$ cat src/rtl/multi_clock_divider.sv
// rtl/multi_clock_divider.sv - runtime-programmable multi-channel clock divider with glitch-free period-boundary updates
module multi_clock_divider #(
    parameter int NUM_CH    = 2,
    parameter int DIV_WIDTH = 16,
    parameter int RESET_DIV = 10
) (
    input  logic                          clk,
    input  logic                          rst_n,
    input  logic [NUM_CH-1:0]             enable,
    input  logic [NUM_CH-1:0]             load,
    input  logic [NUM_CH*DIV_WIDTH-1:0]   divisor,
    input  logic [NUM_CH*DIV_WIDTH-1:0]   highTime,
    output logic [NUM_CH-1:0]             dividedClock,
    output logic [NUM_CH-1:0]             tick,
    output logic [NUM_CH-1:0]             running
);

    typedef logic [DIV_WIDTH-1:0] div_t;
    typedef enum logic [1:0] {
        IDLE     = 2'd0,
        RUN      = 2'd1,
        STOPPING = 2'd2
    } state_t;

    localparam div_t RST_DIV = div_t'(RESET_DIV);
    localparam div_t TWO     = div_t'(2);
    localparam div_t ONE     = div_t'(1);

    function automatic div_t eff_n(input div_t d);
        return (d < TWO) ? TWO : d;
    endfunction

    // Zero high time selects 50% duty; otherwise keep at least one low cycle.
    function automatic div_t eff_h(input div_t h, input div_t n);
        if (h == '0)
            return n >> 1;
        else if (h >= n)
            return n - ONE;
        else
            return h;
    endfunction

    for (genvar c = 0; c < NUM_CH; c++) begin : g_ch
        state_t state_q, state_d;
        div_t   cnt_q, cnt_d;
        div_t   n_q, n_d;
        div_t   h_q, h_d;
        div_t   sh_div_q, sh_ht_q;
        logic   clk_q, clk_d;
        logic   tick_q, tick_d;

        div_t   in_div, in_ht;
        div_t   com_n, com_h;
        logic   boundary;

        assign in_div = divisor[c*DIV_WIDTH +: DIV_WIDTH];
        assign in_ht  = highTime[c*DIV_WIDTH +: DIV_WIDTH];

        // A load coinciding with a commit point bypasses the shadow registers.
        assign com_n    = eff_n(load[c] ? in_div : sh_div_q);
        assign com_h    = eff_h(load[c] ? in_ht : sh_ht_q, com_n);
        assign boundary = (cnt_q == n_q - ONE);

        always_ff @(posedge clk or negedge rst_n) begin
            if (!rst_n) begin
                state_q  <= IDLE;
                cnt_q    <= '0;
                n_q      <= eff_n(RST_DIV);
                h_q      <= eff_h('0, eff_n(RST_DIV));
                sh_div_q <= RST_DIV;
                sh_ht_q  <= '0;
                clk_q    <= 1'b0;
                tick_q   <= 1'b0;
            end else begin
                state_q <= state_d;
                cnt_q   <= cnt_d;
                n_q     <= n_d;
                h_q     <= h_d;
                clk_q   <= clk_d;
                tick_q  <= tick_d;
                if (load[c]) begin
                    sh_div_q <= in_div;
                    sh_ht_q  <= in_ht;
                end
            end
        end

        always_comb begin
            state_d = state_q;
            cnt_d   = cnt_q;
            n_d     = n_q;
            h_d     = h_q;
            clk_d   = 1'b0;
            tick_d  = 1'b0;
            case (state_q)
                IDLE: begin
                    cnt_d = '0;
                    if (enable[c]) begin
                        state_d = RUN;
                        n_d     = com_n;
                        h_d     = com_h;
                        clk_d   = 1'b1;
                        tick_d  = 1'b1;
                    end
                end
                RUN, STOPPING: begin
                    if (boundary) begin
                        cnt_d = '0;
                        if (enable[c]) begin
                            // New period: effective high time is always >= 1.
                            state_d = RUN;
                            n_d     = com_n;
                            h_d     = com_h;
                            clk_d   = 1'b1;
                            tick_d  = 1'b1;
                        end else begin
                            state_d = IDLE;
                        end
                    end else begin
                        cnt_d   = cnt_q + ONE;
                        clk_d   = (cnt_q + ONE) < h_q;
                        state_d = enable[c] ? RUN : STOPPING;
                    end
                end
                default: begin
                    state_d = IDLE;
                    cnt_d   = '0;
                end
            endcase
        end

        assign dividedClock[c] = clk_q;
        assign tick[c]         = tick_q;
        assign running[c]      = (state_q != IDLE);
    end

endmodule

$ cat config.mk
export PLATFORM = sky130hd
export DESIGN_NAME = multi_clock_divider
export DESIGN_NICKNAME = d
export VERILOG_FILES = /design/src/rtl/multi_clock_divider.sv
export SDC_FILE = /design/constraint.sdc
export NUM_CORES = 1
export LEC_CHECK = 0
export BUFFER_PORTS_ARGS = -buffer_cell sky130_fd_sc_hd__buf_2
export CAP_MARGIN = 10
export CORE_MARGIN = 5
export CORE_UTILIZATION = 50
export DETAILED_ROUTE_END_ITERATION = 6
export HOLD_SLACK_MARGIN = 0.05
export PLACE_DENSITY = 0.74
export SYNTH_ARGS = -nofsm -noshare
export SYNTH_HDL_FRONTEND = slang
export SYNTH_SLANG_ARGS = --single-unit
$ cat constraint.sdc
create_clock -name clk -period 5.6 [get_ports clk]
set_input_delay 1.12 -clock clk [delete_from_list [all_inputs] [get_ports clk]]
set_output_delay 1.12 -clock clk [all_outputs]
set_load 0.005 [all_outputs]
After elaboration in Yosys (flattened, before gate mapping)
Index checks and enable logic that the tools add are counted.
- reduce and logical (&&, ||, !) cells: 12
- $lt $le $gt $ge: 6
- add/subtract/negate cells: 6
- multiplexer cells: 46
- eq/ne operators: 10
- operators by type and width (cell ; number):
    $mux W16 ; 22
    $pmux W16 S2 ; 4
    $sub A16 B1 Y16 const B ; 4
    $add A16 B1 Y16 const B ; 2
    $eq A16 B16 Y1 ; 2
    $ge A16 B16 Y1 ; 2
    $logic_not A16 Y1 ; 2
    $lt A16 B16 Y1 ; 2
    $lt A16 B2 Y1 const B ; 2
    $mux W2 ; 6
    $mux W1 ; 8
    $ne A2 B2 Y1 const B ; 4
    $pmux W1 S2 ; 4
    $pmux W2 S2 ; 2
    $reduce_bool A2 Y1 ; 4
    $eq A2 B1 Y1 const B ; 2
    $eq A2 B2 Y1 const B ; 2
    $logic_not A2 Y1 ; 2
    $reduce_and A2 Y1 ; 2
    $reduce_or A2 Y1 ; 2
- input bits: 70
- register bits after elaboration: 168

Depth between registers and ports, before layout
- depth after elaboration: 9
- depth in mapped cells: 18
- gate-level depth less buffers: 15

Worst setup path before layout
Ideal clock, no wire load.
- path type: in2reg
- start point: in load[0]
- end point: reg g_ch[0].h_q[11]
- required time: 5475 ps
- data arrival time: 4691 ps
- path buffers: 3
- stages: 18
- slack: 784 ps
- path through: buf_6 -> mux2i_1 -> inv_1 -> nor4_2 -> and2_1 -> buf_2 -> nand2_1 -> o21ai_2 -> inv_1 -> ha_1 -> nand2b_1 -> a21o_1 -> a211oi_1 -> o21ai_0 -> a21boi_0 -> clkbuf_1 -> o311ai_0 -> mux2_4
- longest elaborated chain between the ends: 9
- elaborated cells between the ends (all ways): 12
- ends and longest elaborated chain (what ; RTL line ; text):
    from (decl) ; 10 ; input logic [NUM_CH-1:0] load,
    $mux W16 * ; n/a ;
    $lt A16 B2 Y1 ; 30 ; return (d < TWO) ? TWO : d;
    $mux W16 * ; 30 ;
    named net g_ch[0].com_n[0] ; 53 ; div_t com_n, com_h;
    $sub A16 B1 Y16 or $ge A16 B16 Y1 (tied branches) ; 38, 37 ;
    $mux W16 * ; 37 ; else if (h >= n)
    $mux W16 * ; 35 ; if (h == '0)
    $mux W16 * ; 98, 109 ;
    $mux W16 ; 107 ; if (boundary) begin
    $pmux W16 S2 * ; 95 ; case (state_q)
    to (signal assigned) ; 69 ; h_q <= eff_h('0, eff_n(RST_DIV));
    to (decl) ; 47 ; div_t h_q, h_d;
The timed path passes the listed nets; every way through them passes the cells marked *. The select of a mux whose other input is x is not followed.
A chain may end at the register's enable or synchronous reset.

Worst setup path after layout
- start point: in load[1]
- end point: reg g_ch[1].h_q[6]
- longest elaborated chain between the ends: 9
- elaborated cells between the ends (all ways): 12
- ends and longest elaborated chain (what ; RTL line ; text):
    $mux W16 * ; 60 ; assign com_n = eff_n(load[c] ? in_div : sh_div_q);
    $lt A16 B2 Y1 ; 30 ;
    $mux W16 * ; 30 ;
    named net g_ch[1].com_n[0] ; 53 ;
    $sub A16 B1 Y16 or $ge A16 B16 Y1 (tied branches) ; 38, 37 ;
    $mux W16 * ; 37 ;
    $mux W16 * ; 35 ;
    $mux W16 * ; 98, 109 ;
    $mux W16 ; 107 ;
    $pmux W16 S2 * ; 95 ;
    to (signal assigned) ; 69 ;
    to (decl) ; 47 ;
Marked as above.

==> run summary <==
nets@finish -> 1327
final WL -> 27700 um
CP endpoint kind -> flop
worst-path fanout max -> 16
number of synthesized flops with an enable pin -> 0
Final Cell Area -> 12500 um^2
Layout Utilization -> 56.9%
fin. max-slew vios -> 0
die area -> 25400 um^2
Clock Power Share -> 25.7%
RSZ-0062 raised after global routing -> no
crit start category -> input port
hold crit path type -> flop to flop
hpwl dp -> 21000 um
Int Pwr -> 3.18 mW
count of cell types in the netlist -> 82
Reg2Reg Depth -> 15
Antenna Nets Post-Route -> 0
clk_skew -> 0.0106 ns
DR vias -> 8798
clk_lat worst skew -> 0.44 ns
area of the mapped netlist -> 11200 um^2
Filler Cell Count -> 1924
Peak Freq -> 0.206 GHz
flop-to-flop setup slack -> 1.58 ns
Initial Util -> 51.1%
sequential area share after synthesis -> 37.7%
die width -> 160 um
Clock Path Buffers -> 2
Hold EP -> g_ch[1].n_q[1]
Overall Global Routing Usage -> 22.1%
Mapped Nets -> 1255
Seq cells post-synth -> 168
Synth top area share -> 34.9%
Worst Path Required -> 5.88 ns
combinational share of power -> 37.3%
Max IR drop VDD -> 0.000330 V
Sw Share -> 37.0%
relative slew slack -> 30.4%
H-tree levels -> 4
Final min period -> 4.85 ns
vias per inst -> 5.95
placed inst area -> 11800 um^2
Max Cap Violations -> 0
ys flop type -> dfrtp_1
Root Buffer -> clkbuf_16
R2R Path Start -> g_ch[0].sh_div_q[5]
switching power -> 1.87 mW
post-route setup TNS -> 0 ns
final worst path period share -> 86.6%
count of final setup violators -> 0
CTS tree -> done
# IOs -> 76
Resized Gates After CTS -> 0
Worst Hold Launch -> g_ch[1].n_q[1]
worst slack at placement -> 0.366 ns
count leader, synth -> dfrtp_1
Syn-to-layout area delta -> 11.4%
layout cell share with drive strength beyond 1 -> 18.8%
total clock sinks -> 168
gr ovfl total -> 0
Site Rows -> 54
drt wl/cell -> 18.8 um
status -> finished clean
Static Leak -> 5.77 nW
Seq pwr share -> 36.9%
first-pass iteration count of the detailed router -> 6
pwr/cell area -> 405 nW/um^2
Hold Path Depth -> 2
Post-synth top cells -> dfrtp_1, inv_1, ha_1
hold_buf cts -> 0
top post-synthesis cells by area -> dfrtp_1, ha_1, mux2i_1
first-pass GRT wire length -> 46400 um
GPL Wtd Cong -> 0.946
synthesis warning total -> 0
Antenna Cells -> 0
worst setup margin -> 0.750 ns
FFs w/ async S/R, synth -> 100%
Worst-path clk slew -> 0.07 ns
initial antenna violation count -> 0
Die Ht -> 160 um
critical path type -> input port to flop
worst slew pin tran -> 1.04 ns
post-synthesis cell count -> 1113
cell taking the most area after synthesis -> dfrtp_1
Buffers on Ports -> 75
Setup Fix Bufs, Post-CTS -> 0
endpoints failing hold -> 0
core area -> 21900 um^2
TritonCTS Buffers -> 17
vias in the first global route -> 9188
Iteration-0 DRC Markers -> 718
DRC -> 0
critical path arrival -> 5.13 ns
largest net degree at the start of global routing -> 86
Mean Syn Cell Area -> 10.0 um^2
reg2reg end -> g_ch[0].h_q[0]
-- flip-flops by register name, summed over array words and instances (netlist names) --
signal,cells
g_ch.clk_q,2
g_ch.n_q,32
g_ch.state_q,4
g_ch.sh_ht_q,32
g_ch.tick_q,2
g_ch.cnt_q,32
g_ch.h_q,32
g_ch.sh_div_q,32
-- cell type report --
cell class,count,area [um^2],area share (%)
Multi-Input combinational cell,782,6240,50.1
Sequential cell,168,4220,33.9
Timing Repair Buffer,101,577,4.63
Clock buffer,19,453,3.64
Inverter,115,432,3.46
Tap cell,280,350,2.81
Clock inverter,13,190,1.53
-- cell usage in the layout, fill, tap and decap left out, types with 7 or more instances in the layout --
cell,count
nand3_1,26
dfrtp_1,156
nor2b_1,34
nor3_1,28
nand3b_1,9
nand4_1,27
a21o_1,19
a211oi_1,21
nor4_1,9
nor3b_1,7
ha_1,72
mux2_4,10
buf_4,26
o211ai_1,31
and3_1,8
o21a_1,8
mux2_2,40
buf_2,74
nand2_1,49
inv_1,115
nor2_1,51
a311oi_1,11
xnor2_1,59
dfstp_2,12
o21ai_0,17
xor2_1,25
a21oi_1,23
clkbuf_16,17
o31ai_1,7
mux2i_1,69
-- worst max-delay path: stages --
cell      delay, ns
buf_2          0.37
mux2i_1        0.50
inv_1          0.19
nor3_1         0.35
and2_1         0.25
a31o_2         0.22
inv_1          0.06
ha_1           0.28
nand2b_1       0.14
a21oi_1        0.17
o21ai_0        0.11
a31o_2         0.36
a21o_1         0.39
a311oi_1       0.47
mux2i_1        0.13
-- stage by stage --
stage / instances / hold slack, ns / power [mW]
floorplan: 1113 / 0.466 / 3.25
detailed placement: 1446 / 0.505 / 3.76
global placement: 1446 / 0.485 / 3.69
finish: 1478 / 0.511 / 5.05
CTS: 1478 / 0.519 / 5.07
global route: 1478 / 0.536 / 5.39
-- power by group through the flow --
stage	clock network, mW	registers (mW)	logic, mW
2_1_floorplan	0	1.78	1.48
3_5_place_dp	0	1.88	1.87
3_3_place_gp	0	1.87	1.82
4_1_cts	1.32	1.86	1.89
5_1_grt	1.37	1.91	2.11
6_report	1.30	1.86	1.89
-- layer usage --
layer / vias to the layer above / track usage, % / share of wire [%]
li1: 4166 / - / -
met1: 4311 / 27.2 / 41
met2: 245 / 38.6 / 51
met3: 76 / 3.78 / 4.2
met4: 0 / 8.49 / 3.4
met5: - / 0 / 0
-- worst max-delay path by stage --
stage / startpoint / to / cells past startpoint
after global routing: load[1] / g_ch[1].h_q[6] / 15
after detailed placement: load[1] / g_ch[1].h_q[6] / 15
after CTS: load[1] / g_ch[1].h_q[6] / 15
after global placement: load[1] / g_ch[1].h_q[6] / 15
final: load[1] / g_ch[1].h_q[6] / 15
after floorplan: load[0] / g_ch[0].h_q[11] / 18
-- logic make-up after synthesis --
family / synth area share, %
AOI/OAI and AO/OA: 13.5
xor gates and xnor gates: 6.58
adders and majority gates: 8.06
buffers and inverters: 6.47
DFF: 37.7
muxes: 11.7
and+or+nand+nor: 16.0
No activity file was read; power rests on OpenSTA's default activity.
